===== src/rtl/apu_wb_scheduler.sv =====
// apu_wb_scheduler: writeback reservation line for a multi-latency APU.
// Ports: clk/rst; req_* issue + gnt_o/err_o; flush_i; wb_* writeback; hz_* query; cnt_o.
module apu_wb_scheduler #(
    parameter int TAG_W      = 5,
    parameter int WOP        = 6,
    parameter int MAX_LAT    = 8,
    parameter int LAT_ADDSUB = 1,
    parameter int LAT_MULT   = 1,
    parameter int LAT_CAST   = 1,
    parameter int LAT_MAC    = 2,
    parameter int LAT_DIV    = 4,
    parameter int LAT_SQRT   = 5
) (
    input  logic                              clk,
    input  logic                              rst,
    input  logic                              req_i,
    input  logic [2:0]                        req_class_i,
    input  logic [WOP-1:0]                    req_op_i,
    input  logic [TAG_W-1:0]                  req_tag_i,
    output logic                              gnt_o,
    output logic                              err_o,
    input  logic                              flush_i,
    output logic                              wb_valid_o,
    output logic [TAG_W-1:0]                  wb_tag_o,
    output logic [WOP-1:0]                    wb_op_o,
    output logic [2:0]                        wb_class_o,
    input  logic [TAG_W-1:0]                  hz_tag_i,
    output logic                              hz_o,
    output logic [$clog2(MAX_LAT+2)-1:0]      cnt_o
);

    localparam int CW = $clog2(MAX_LAT + 2);
    localparam int LW = $clog2(MAX_LAT + 1);

    if (LAT_ADDSUB < 1 || LAT_ADDSUB > MAX_LAT ||
        LAT_MULT   < 1 || LAT_MULT   > MAX_LAT ||
        LAT_CAST   < 1 || LAT_CAST   > MAX_LAT ||
        LAT_MAC    < 1 || LAT_MAC    > MAX_LAT ||
        LAT_DIV    < 1 || LAT_DIV    > MAX_LAT ||
        LAT_SQRT   < 1 || LAT_SQRT   > MAX_LAT) begin : g_lat_chk
        $error("apu_wb_scheduler: every LAT_* must lie in 1..MAX_LAT");
    end

    typedef struct packed {
        logic             valid;
        logic [TAG_W-1:0] tag;
        logic [WOP-1:0]   op;
        logic [2:0]       cls;
    } slot_t;

    slot_t slot_q [0:MAX_LAT];

    logic          legal;
    logic [LW-1:0] lat;
    logic [LW-1:0] lat_m1;

    always_comb begin
        legal = 1'b1;
        lat   = LW'(LAT_ADDSUB);
        case (req_class_i)
            3'd0:    lat = LW'(LAT_ADDSUB);
            3'd1:    lat = LW'(LAT_MULT);
            3'd2:    lat = LW'(LAT_CAST);
            3'd3:    lat = LW'(LAT_MAC);
            3'd4:    lat = LW'(LAT_DIV);
            3'd5:    lat = LW'(LAT_SQRT);
            default: legal = 1'b0;
        endcase
    end

    assign lat_m1 = lat - LW'(1);

    // slot[lat] shifts into slot[lat-1] next edge, so it is the one to test
    assign gnt_o = req_i & legal & ~slot_q[lat].valid & ~flush_i & ~rst;

    always_ff @(posedge clk) begin
        if (rst) begin
            for (int k = 0; k <= MAX_LAT; k++) begin
                slot_q[k].valid <= 1'b0;
            end
            err_o <= 1'b0;
        end else begin
            err_o <= req_i & ~legal;
            for (int k = 0; k < MAX_LAT; k++) begin
                slot_q[k] <= slot_q[k+1];
            end
            slot_q[MAX_LAT] <= '0;
            if (flush_i) begin
                for (int k = 0; k <= MAX_LAT; k++) begin
                    slot_q[k].valid <= 1'b0;
                end
            end else if (gnt_o) begin
                slot_q[lat_m1] <= '{valid: 1'b1, tag: req_tag_i,
                                    op: req_op_i, cls: req_class_i};
            end
        end
    end

    assign wb_valid_o = slot_q[0].valid;
    assign wb_tag_o   = slot_q[0].tag;
    assign wb_op_o    = slot_q[0].op;
    assign wb_class_o = slot_q[0].cls;

    always_comb begin
        hz_o = 1'b0;
        for (int k = 0; k <= MAX_LAT; k++) begin
            if (slot_q[k].valid && slot_q[k].tag == hz_tag_i) begin
                hz_o = 1'b1;
            end
        end
    end

    always_comb begin
        cnt_o = '0;
        for (int k = 0; k <= MAX_LAT; k++) begin
            cnt_o = cnt_o + CW'(slot_q[k].valid);
        end
    end

endmodule


===== config.mk =====
export PLATFORM = sky130hd
export DESIGN_NAME = apu_wb_scheduler
export DESIGN_NICKNAME = d
export VERILOG_FILES = /design/src/rtl/apu_wb_scheduler.sv
export SDC_FILE = /design/constraint.sdc
export NUM_CORES = 1
export LEC_CHECK = 0
export CORE_UTILIZATION = 45
export CTS_CLUSTER_SIZE = 24
export DETAILED_ROUTE_END_ITERATION = 6
export SETUP_SLACK_MARGIN = 0.4
export SLEW_MARGIN = 20
export SYNTH_ARGS = -nofsm -noshare
export SYNTH_HDL_FRONTEND = slang
export SYNTH_SLANG_ARGS = --single-unit

===== constraint.sdc =====
create_clock -name clk -period 10.9 [get_ports clk]
set_clock_uncertainty 0.2 [all_clocks]
set_input_delay 2.725 -clock clk [delete_from_list [all_inputs] [get_ports clk]]
set_output_delay 2.725 -clock clk [all_outputs]
set_load 0.01 [all_outputs]

==> summary.txt, run 1 <==
GRT
  • Total gr overflow: 0
  • Largest net degree at the start of global routing: 70
  • GRT Util Overall: around 17%
  • Vias in the first global route: 3542
  • Initial antenna violation count: 0
  • First-pass GRT wire length: 17490 µm

Detailed routing
  • Antenna viol nets, final: 0
  • Post-route DRC: 0
  • 1st-pass router iterations: 4
  • Total number of vias: 3517
  • Initial drt markers: 208
  • WL final: 10640 µm
  • Routed vias/inst: 4.805
  • Wire length per cell: roughly 15 µm

Pwr
  • Cell Pwr Density: between 150 and 200 nW/µm²
  • Total Power: ~1.3 mW
  • Leakage: around 2.8 nW
  • Worst vdd ir: roughly 110 µV

STA
  • RSZ-0062 raised after global routing: false
  • Worst Tran Pin Value: 0.9767 ns
  • Final slew viol count: 0
  • FMAX: 126.0 MHz
  • Rel. slew slack: around a third
  • Tcrit/Tclk final: 72.81%
  • Final hold vios: 0
  • Fin crit period: 7.936 ns
  • Sum Neg Setup Slack: 0 ns
  • Final Setup Violations: 0

Clocking
  • TritonCTS clock tree: built
  • Skew-Pair Late Insertion Delay: approximately 0.41 ns
  • CTS Hold Bufs: 0
  • H-tree lvl count: 4
  • Num CTS Buffers: 17
  • Postcts setup bufs: 0
  • Cts repair resizes: 0
  • Clock root cell: clkbuf_16
  • Longest Clk Path Bufs: 2
  • CTS sink cnt: roughly 140
  • Clock transition at path regs: approximately 0.050 ns

Setup path
  • Cell Chain, Critical Path: clkdlybuf4s50_1 > xor2_1 > nor4_1 > nand3_1 > and4_1 > nand4_1 > clkdlybuf4s50_1
  • Crit Path Category: input port to primary output
  • Worst Setup End Kind: primary output
  • R2R Path Start: slot_q[2][14]
  • CP max stage delay: 0.70 ns
  • WP data arrival: 5.01 ns
  • CP dominant cell by count: clkdlybuf4s50_1
  • Req. time, crit path: 7.98 ns
  • Reg2Reg Capture Point: slot_q[1][2]
  • FF-to-FF setup slack: 9.11 ns
  • CP startpoint kind: input port
  • Worst reg-to-reg path cell count: 2
  • Worst path slowest cell: clkdlybuf4s50_1
  • CP max FO: 9

Floorplanning
  • Die Width: about 120 µm
  • Starting density of the core: 46.31%
  • Core area: between 10000 and 15000 µm²
  • Num rows: 42
  • # IOs: between 40 and 50
  • Die H: 118.7 µm
  • Total Die Area: 14100 µm²

Flow run
  • Maxcap violations: 0

Yosys
  • Sequential-to-total area share from yosys stat: 64.97%
  • Share of the synthesized area in the top cell type: 61.70%
  • Ys Warns: 0
  • Post-synth top area cell: edfxtp_1
  • #FFs+latches synth: between 100 and 150
  • Syn Std Cell Area: a little over 6000 µm²
  • Syn Area/Cell: 12.49 µm²
  • Synth area leaders: edfxtp_1 (62%), nand2_1 (5.9%), nor2b_1 (5.8%)
  • Post-synthesis cell type count: 39
  • Post-synthesis cell count: approximately 500

Layout
  • Layout cells sized above 1: 8.453%
  • Layout Utilization: a little under three fifths
  • Fin cells: 732
  • ANT cells: 0
  • Fillers: 1125
  • Final #Nets: around 580
  • Area growth syn-to-layout: 19.02%
  • Post-Layout Inst Area: 7298 µm²

Placed design
  • Final HPWL DP: 7449 µm
  • Placed Instances: 702
  • Placement Cell Area: 6733 µm²
  • Placer Congestion: approximately 0.83
  • Port Buf Inserts: 44

Min path
  • Hold Crit Depth: 1
  • Critical hold path startpoint: slot_q[5][2]
  • Hold EP: slot_q[4][2]
  • Hold Path Class: flip-flop to flip-flop

Outcome
  • Status: finished, final reports clean
[power breakdown]
part           switching (mW)  internal [mW]
combinational          0.0480         0.0386
sequential             0.0128          0.606
clock                   0.198          0.353
[critical path, delay by kind of cell]
kind                   cells  cell delay [ns]
buffers and inverters      2             1.24
XOR/XNOR                   1             0.26
AND/OR/NAND/NOR            4             0.78
[layout make-up]
type | instances | area (µm²) | area share, %
clock buffers | 19 | 432.9 | 5.932
clock inverters | 11 | 132.6 | 1.817
flip-flops and latches | 136 | 3984 | 54.59
inverters | 21 | 78.83 | 1.080
multi-input cells | 321 | 1984 | 27.19
repair buffers | 48 | 465.4 | 6.378
well taps | 176 | 220.2 | 3.017
[registers in the layout, indices dropped and copies added (netlist names)]
register,cells
slot_q,135
err_o,1
[cell families (layout without fill, tap and decap cells)]
group / count (synthesis) / count (layout) / synth area share [%]
adders and majority gates: 7 / 7 / 2.040
other: 1 / 15 / 0.06115
buffers and inverters: 48 / 99 / 3.673
DFF: 136 / 136 / 64.97
AOI/OAI and AO/OA: 38 / 38 / 3.469
xor gates and xnor gates: 46 / 46 / 6.570
and+or+nand+nor: 215 / 215 / 19.22
[cell usage after synthesis]
library cell / number
nor3_1: 4
nor2_8: 1
conb_1: 1
inv_1: 20
buf_2: 12
dfxtp_1: 10
clkbuf_1: 10
and4_1: 2
inv_2: 1
a21o_1: 7
buf_1: 1
or3_1: 1
nor3_2: 2
nor4_2: 1
nor4_1: 8
buf_6: 4
fa_1: 5
nand2_1: 97
nor3b_1: 3
a21oi_1: 4
nand4_1: 2
a31oi_1: 2
o21ai_0: 18
nor2_1: 1
or4_4: 1
xor2_1: 33
o21ai_1: 6
nand3_2: 9
nor2b_1: 57
edfxtp_1: 126
xnor2_1: 13
and3_1: 3
ha_1: 2
nor4b_4: 1
nand4b_2: 1
and2_1: 2
nand3_1: 18
nand2_4: 1
a22oi_1: 1
[layer usage]
metal	global-route usage (%)	up-vias	wire, µm
met5	0	-	0
met4	7.358	0	182
met3	4.151	18	423
met2	27.45	67	5166
met1	20.66	1659	4870
li1	-	1773	-
[how the worst max path moves through the flow]
stage                      from  endpoint  slack [ns]  depth (start not counted)
CTS                 hz_tag_i[2]      hz_o        2.96                          7
global route        hz_tag_i[2]      hz_o        2.84                          7
global placement    hz_tag_i[2]      hz_o        3.05                          7
detailed placement  hz_tag_i[2]      hz_o        2.96                          7
finish              hz_tag_i[1]      hz_o        2.96                          7
floorplan           hz_tag_i[2]      hz_o        4.26                          6
[placed cells by master (no fill, tap or decap), types with 5 or more instances in the layout]
master,instances
inv_1,20
edfxtp_1,126
clkbuf_16,17
a21o_1,7
nor2b_1,57
nand3_1,18
conb_1,15
o21ai_0,18
nor4_1,8
o21ai_1,6
dfxtp_1,10
nand2_1,97
xnor2_1,13
clkdlybuf4s50_1,43
nand3_2,9
xor2_1,33
fa_1,5
[per-stage QoR]
stage	hold slack, ns	setup WS [ns]
6_report	0.3205	2.964
5_1_grt	0.3407	2.837
3_3_place_gp	0.3076	3.052
4_1_cts	0.3219	2.959
3_5_place_dp	0.3050	2.960
2_1_floorplan	0.2622	4.256
(Power assumes the default switching activity.)
==> run 2, diff against run 1 <==
--- a/config.mk
+++ b/config.mk
@@ -8,6 +8,7 @@
 export CORE_UTILIZATION = 45
 export CTS_CLUSTER_SIZE = 24
 export DETAILED_ROUTE_END_ITERATION = 6
+export PLACE_DENSITY = 0.66
 export SETUP_SLACK_MARGIN = 0.4
 export SLEW_MARGIN = 20
 export SYNTH_ARGS = -nofsm -noshare
==> constraint.sdc (replaced) <==
create_clock -name clk -period 6.8 [get_ports clk]
set_clock_uncertainty 0.2 [all_clocks]
set_input_delay 1.7 -clock clk [delete_from_list [all_inputs] [get_ports clk]]
set_output_delay 1.7 -clock clk [all_outputs]
set_load 0.01 [all_outputs]
==> run 2 against run 1 <==
  * Setup slack worse by 2.0 ns
  * Clock-buffer cell count up 1
  * Cell area down 0.29%
  * Utilization down 0.16 points
  * Highest routed layer unchanged
  * Worst hold slack worse by 0.0012 ns
  * Critical endpoint unchanged
  * Non-clock buffer count unchanged
  * Cell count up 0.14%
  * Via count up 2.0%
==> summary.txt, run 2 (synthesis results as in run 1) <==
STA
  • Hold Slack: 0.3193 ns (was 0.3205 ns)
  • Final slew viol count: 0 (unchanged)
  • Final Setup Violations: 0 (unchanged)
  • Sum Neg Setup Slack: 0 ns (unchanged)
  • RSZ-0062 raised after global routing: false (unchanged)
  • Final hold vios: 0 (unchanged)
  • Tcrit/Tclk final: 85.94%
  • Worst Tran Pin Value: 0.9986 ns (was 0.9767 ns)
  • FMAX: 171.1 MHz
  • Rel. slew slack: 33.06% (was 34.53%)
  • Fin crit period: 5.844 ns

Placed design
  • Port Buf Inserts: 44 (unchanged)
  • Placed Instances: 702 (unchanged)
  • Placer Congestion: 0.7830 (was 0.8339)
  • Final HPWL DP: 7406 µm (was 7449 µm)

Clocking
  • Clock root cell: clkbuf_16 (unchanged)
  • Cts repair resizes: 0 (unchanged)
  • TritonCTS clock tree: built (unchanged)
  • H-tree lvl count: 4 (unchanged)
  • Longest Clk Path Bufs: 2 (unchanged)
  • CTS Hold Bufs: 0 (unchanged)
  • CTS sink cnt: 136 (unchanged)
  • Skew-Pair Late Insertion Delay: 0.42 ns (was 0.41 ns)
  • Postcts setup bufs: 0 (unchanged)
  • Num CTS Buffers: 17 (unchanged)
  • Clock transition at path regs: 0.06 ns (was 0.05 ns)

Pwr
  • Comb pwr share: 7.0% (was 6.9%)
  • Cell Pwr Density: 272.3 nW/µm² (was 172.1 nW/µm²)
  • Sequential power share: 50.1% (was 49.3%)
  • Proportion of power drawn by the clock network: 42.8% (was 43.8%)
  • Worst vdd ir: 173.3 µV (was 106.8 µV)
  • Sw frac: 21.06% (was 20.58%)
  • Internal power: 1.564 mW (was 0.9978 mW)
  • Switching power: 0.4172 mW (was 0.2586 mW)
  • Leakage: 2.805 nW (was 2.804 nW)

GRT
  • Met2 Track Usage GR: 27.08% (was 27.45%)
  • Vias in the first global route: 3517 (was 3542)
  • First-pass GRT wire length: 17370 µm (was 17490 µm)
  • GRT met3 Usage: 5.068% (was 4.151%)
  • Initial antenna violation count: 0 (unchanged)
  • GR peak layer: met2 (unchanged)
  • Largest net degree at the start of global routing: 71 (was 70)
  • Met1 usage: 20.30% (was 20.66%)
  • Total gr overflow: 0 (unchanged)
  • GRT Util Overall: 16.57% (was 16.63%)

Setup path
  • Worst Setup End Kind: primary output (unchanged)
  • Worst reg-to-reg path cell count: 3 (was 2)
  • Crit Path Category: input port to primary output (unchanged)
  • CP max FO: 9 (unchanged)
  • CP startpoint kind: input port (unchanged)
  • Cell Chain, Critical Path: clkdlybuf4s50_1 > xor2_1 > nor4_1 > nand3_1 > and4_1 > nand4_1 > clkdlybuf4s50_1 (unchanged)
  • Worst path slowest cell: clkdlybuf4s50_1 (unchanged)
  • CP max stage delay: 0.68 ns (was 0.70 ns)
  • CP dominant cell by count: clkdlybuf4s50_1 (unchanged)
  • WP data arrival: 3.94 ns (was 5.01 ns)
  • Req. time, crit path: 4.90 ns (was 7.98 ns)
  • CP delay by family, top: buffers and inverters (unchanged)
  • Critical path depth: 7 (unchanged)
  • Count of buffer and inverter cells on the critical path: 2 (unchanged)

Floorplanning
  • Starting density of the core: 46.31% (unchanged)
  • Num rows: 42 (unchanged)
  • # IOs: 45 (unchanged)
  • Total Die Area: 14100 µm² (unchanged)
  • Core area: 13240 µm² (unchanged)
  • Die Width: 118.7 µm (unchanged)
  • Die H: 118.7 µm (unchanged)

Layout
  • Fin cells: 733 (was 732)
  • Largest registers: slot_q x135, err_o x1 (unchanged)
  • ANT cells: 0 (unchanged)
  • Most frequent cells in the layout: edfxtp_1 (126), nand2_1 (97), nor2b_1 (57) (unchanged)
  • Most flops, register: slot_q (unchanged)
  • Layout cells sized above 1: 8.618% (was 8.453%)
  • Commonest non-fill, non-tap cell in the layout: edfxtp_1 (unchanged)
  • Final #Nets: 575 (unchanged)
  • Area growth syn-to-layout: 18.67% (was 19.02%)
  • Largest register FFs: 135 (unchanged)

Detailed routing
  • 1st-pass router iterations: 4 (unchanged)
  • Total number of vias: 3588 (was 3517)
  • Post-route DRC: 0 (unchanged)
  • WL final: 10530 µm (was 10640 µm)
  • Routed vias/inst: 4.895 (was 4.805)
  • Antenna viol nets, final: 0 (unchanged)
  • Initial drt markers: 229 (was 208)
  • Wire length per cell: 14.36 µm (was 14.54 µm)

Outcome
  • Status: finished, final reports clean (unchanged)

Min path
  • Hold Crit Depth: 1 (unchanged)
  • Hold Path Class: flip-flop to flip-flop (unchanged)

Flow run
  • Maxcap violations: 0 (unchanged)
run 2: changes by cell type in the layout (fill, tap and decap cells not counted), sizes merged:
cell | before | now
clkinvlp | 3 | 1
clkbuf | 19 | 20
bufinv | 3 | 2
clkinv | 5 | 8
run 2: layout make-up:
cell class              count  area, µm²
inverters                  21      78.83
clock buffers              20      436.7
fillers                  1118       5966
clock inverters            11      107.6
flip-flops and latches    136       3984
well taps                 176      220.2
multi-input cells         321       1984
repair buffers             48      465.4
run 2: power groups by stage:
stage / Clock (mW) / Sequential (mW) / Combinational (mW)
CTS: 0.866 / 0.993 / 0.141
finish: 0.849 / 0.993 / 0.139
floorplan: 0 / 1.01 / 0.0888
detailed placement: 0 / 1.01 / 0.140
global route: 0.896 / 0.998 / 0.155
global placement: 0 / 1.01 / 0.135
run 2: through the flow:
step / worst slack, ns / util [%] / cell area [µm²] / power [mW]
after floorplan: 2.095 / - / 6185 / 1.095
after global placement: 0.9848 / 50.77 / 6724 / 1.144
after detailed placement: 0.9484 / 50.77 / 6724 / 1.150
after CTS: 0.9468 / 54.88 / 7268 / 2.000
after global routing: 0.8054 / 54.95 / 7277 / 2.050
final: 0.9560 / 54.95 / 7277 / 1.981
run 2: per-layer routing:
layer  routed length [µm]  up-vias  part of all wire (%)
met5                    0        -                     0
met4                  206        0                   2.0
met3                  654       20                   6.2
met2                 5112       89                    49
met1                 4555     1706                    43
li1                     -     1773                     -
run 2: path summary, 6_finish.rpt:
kind | startpoint | end | slack (ns)
worst min-delay path | slot_q[5][0] | slot_q[4][0] | 0.32
worst max-delay path | hz_tag_i[2] | hz_o | 0.96
worst min register to register | slot_q[5][0] | slot_q[4][0] | 0.32
worst max register to register | slot_q[5][14] | slot_q[4][8] | 4.98
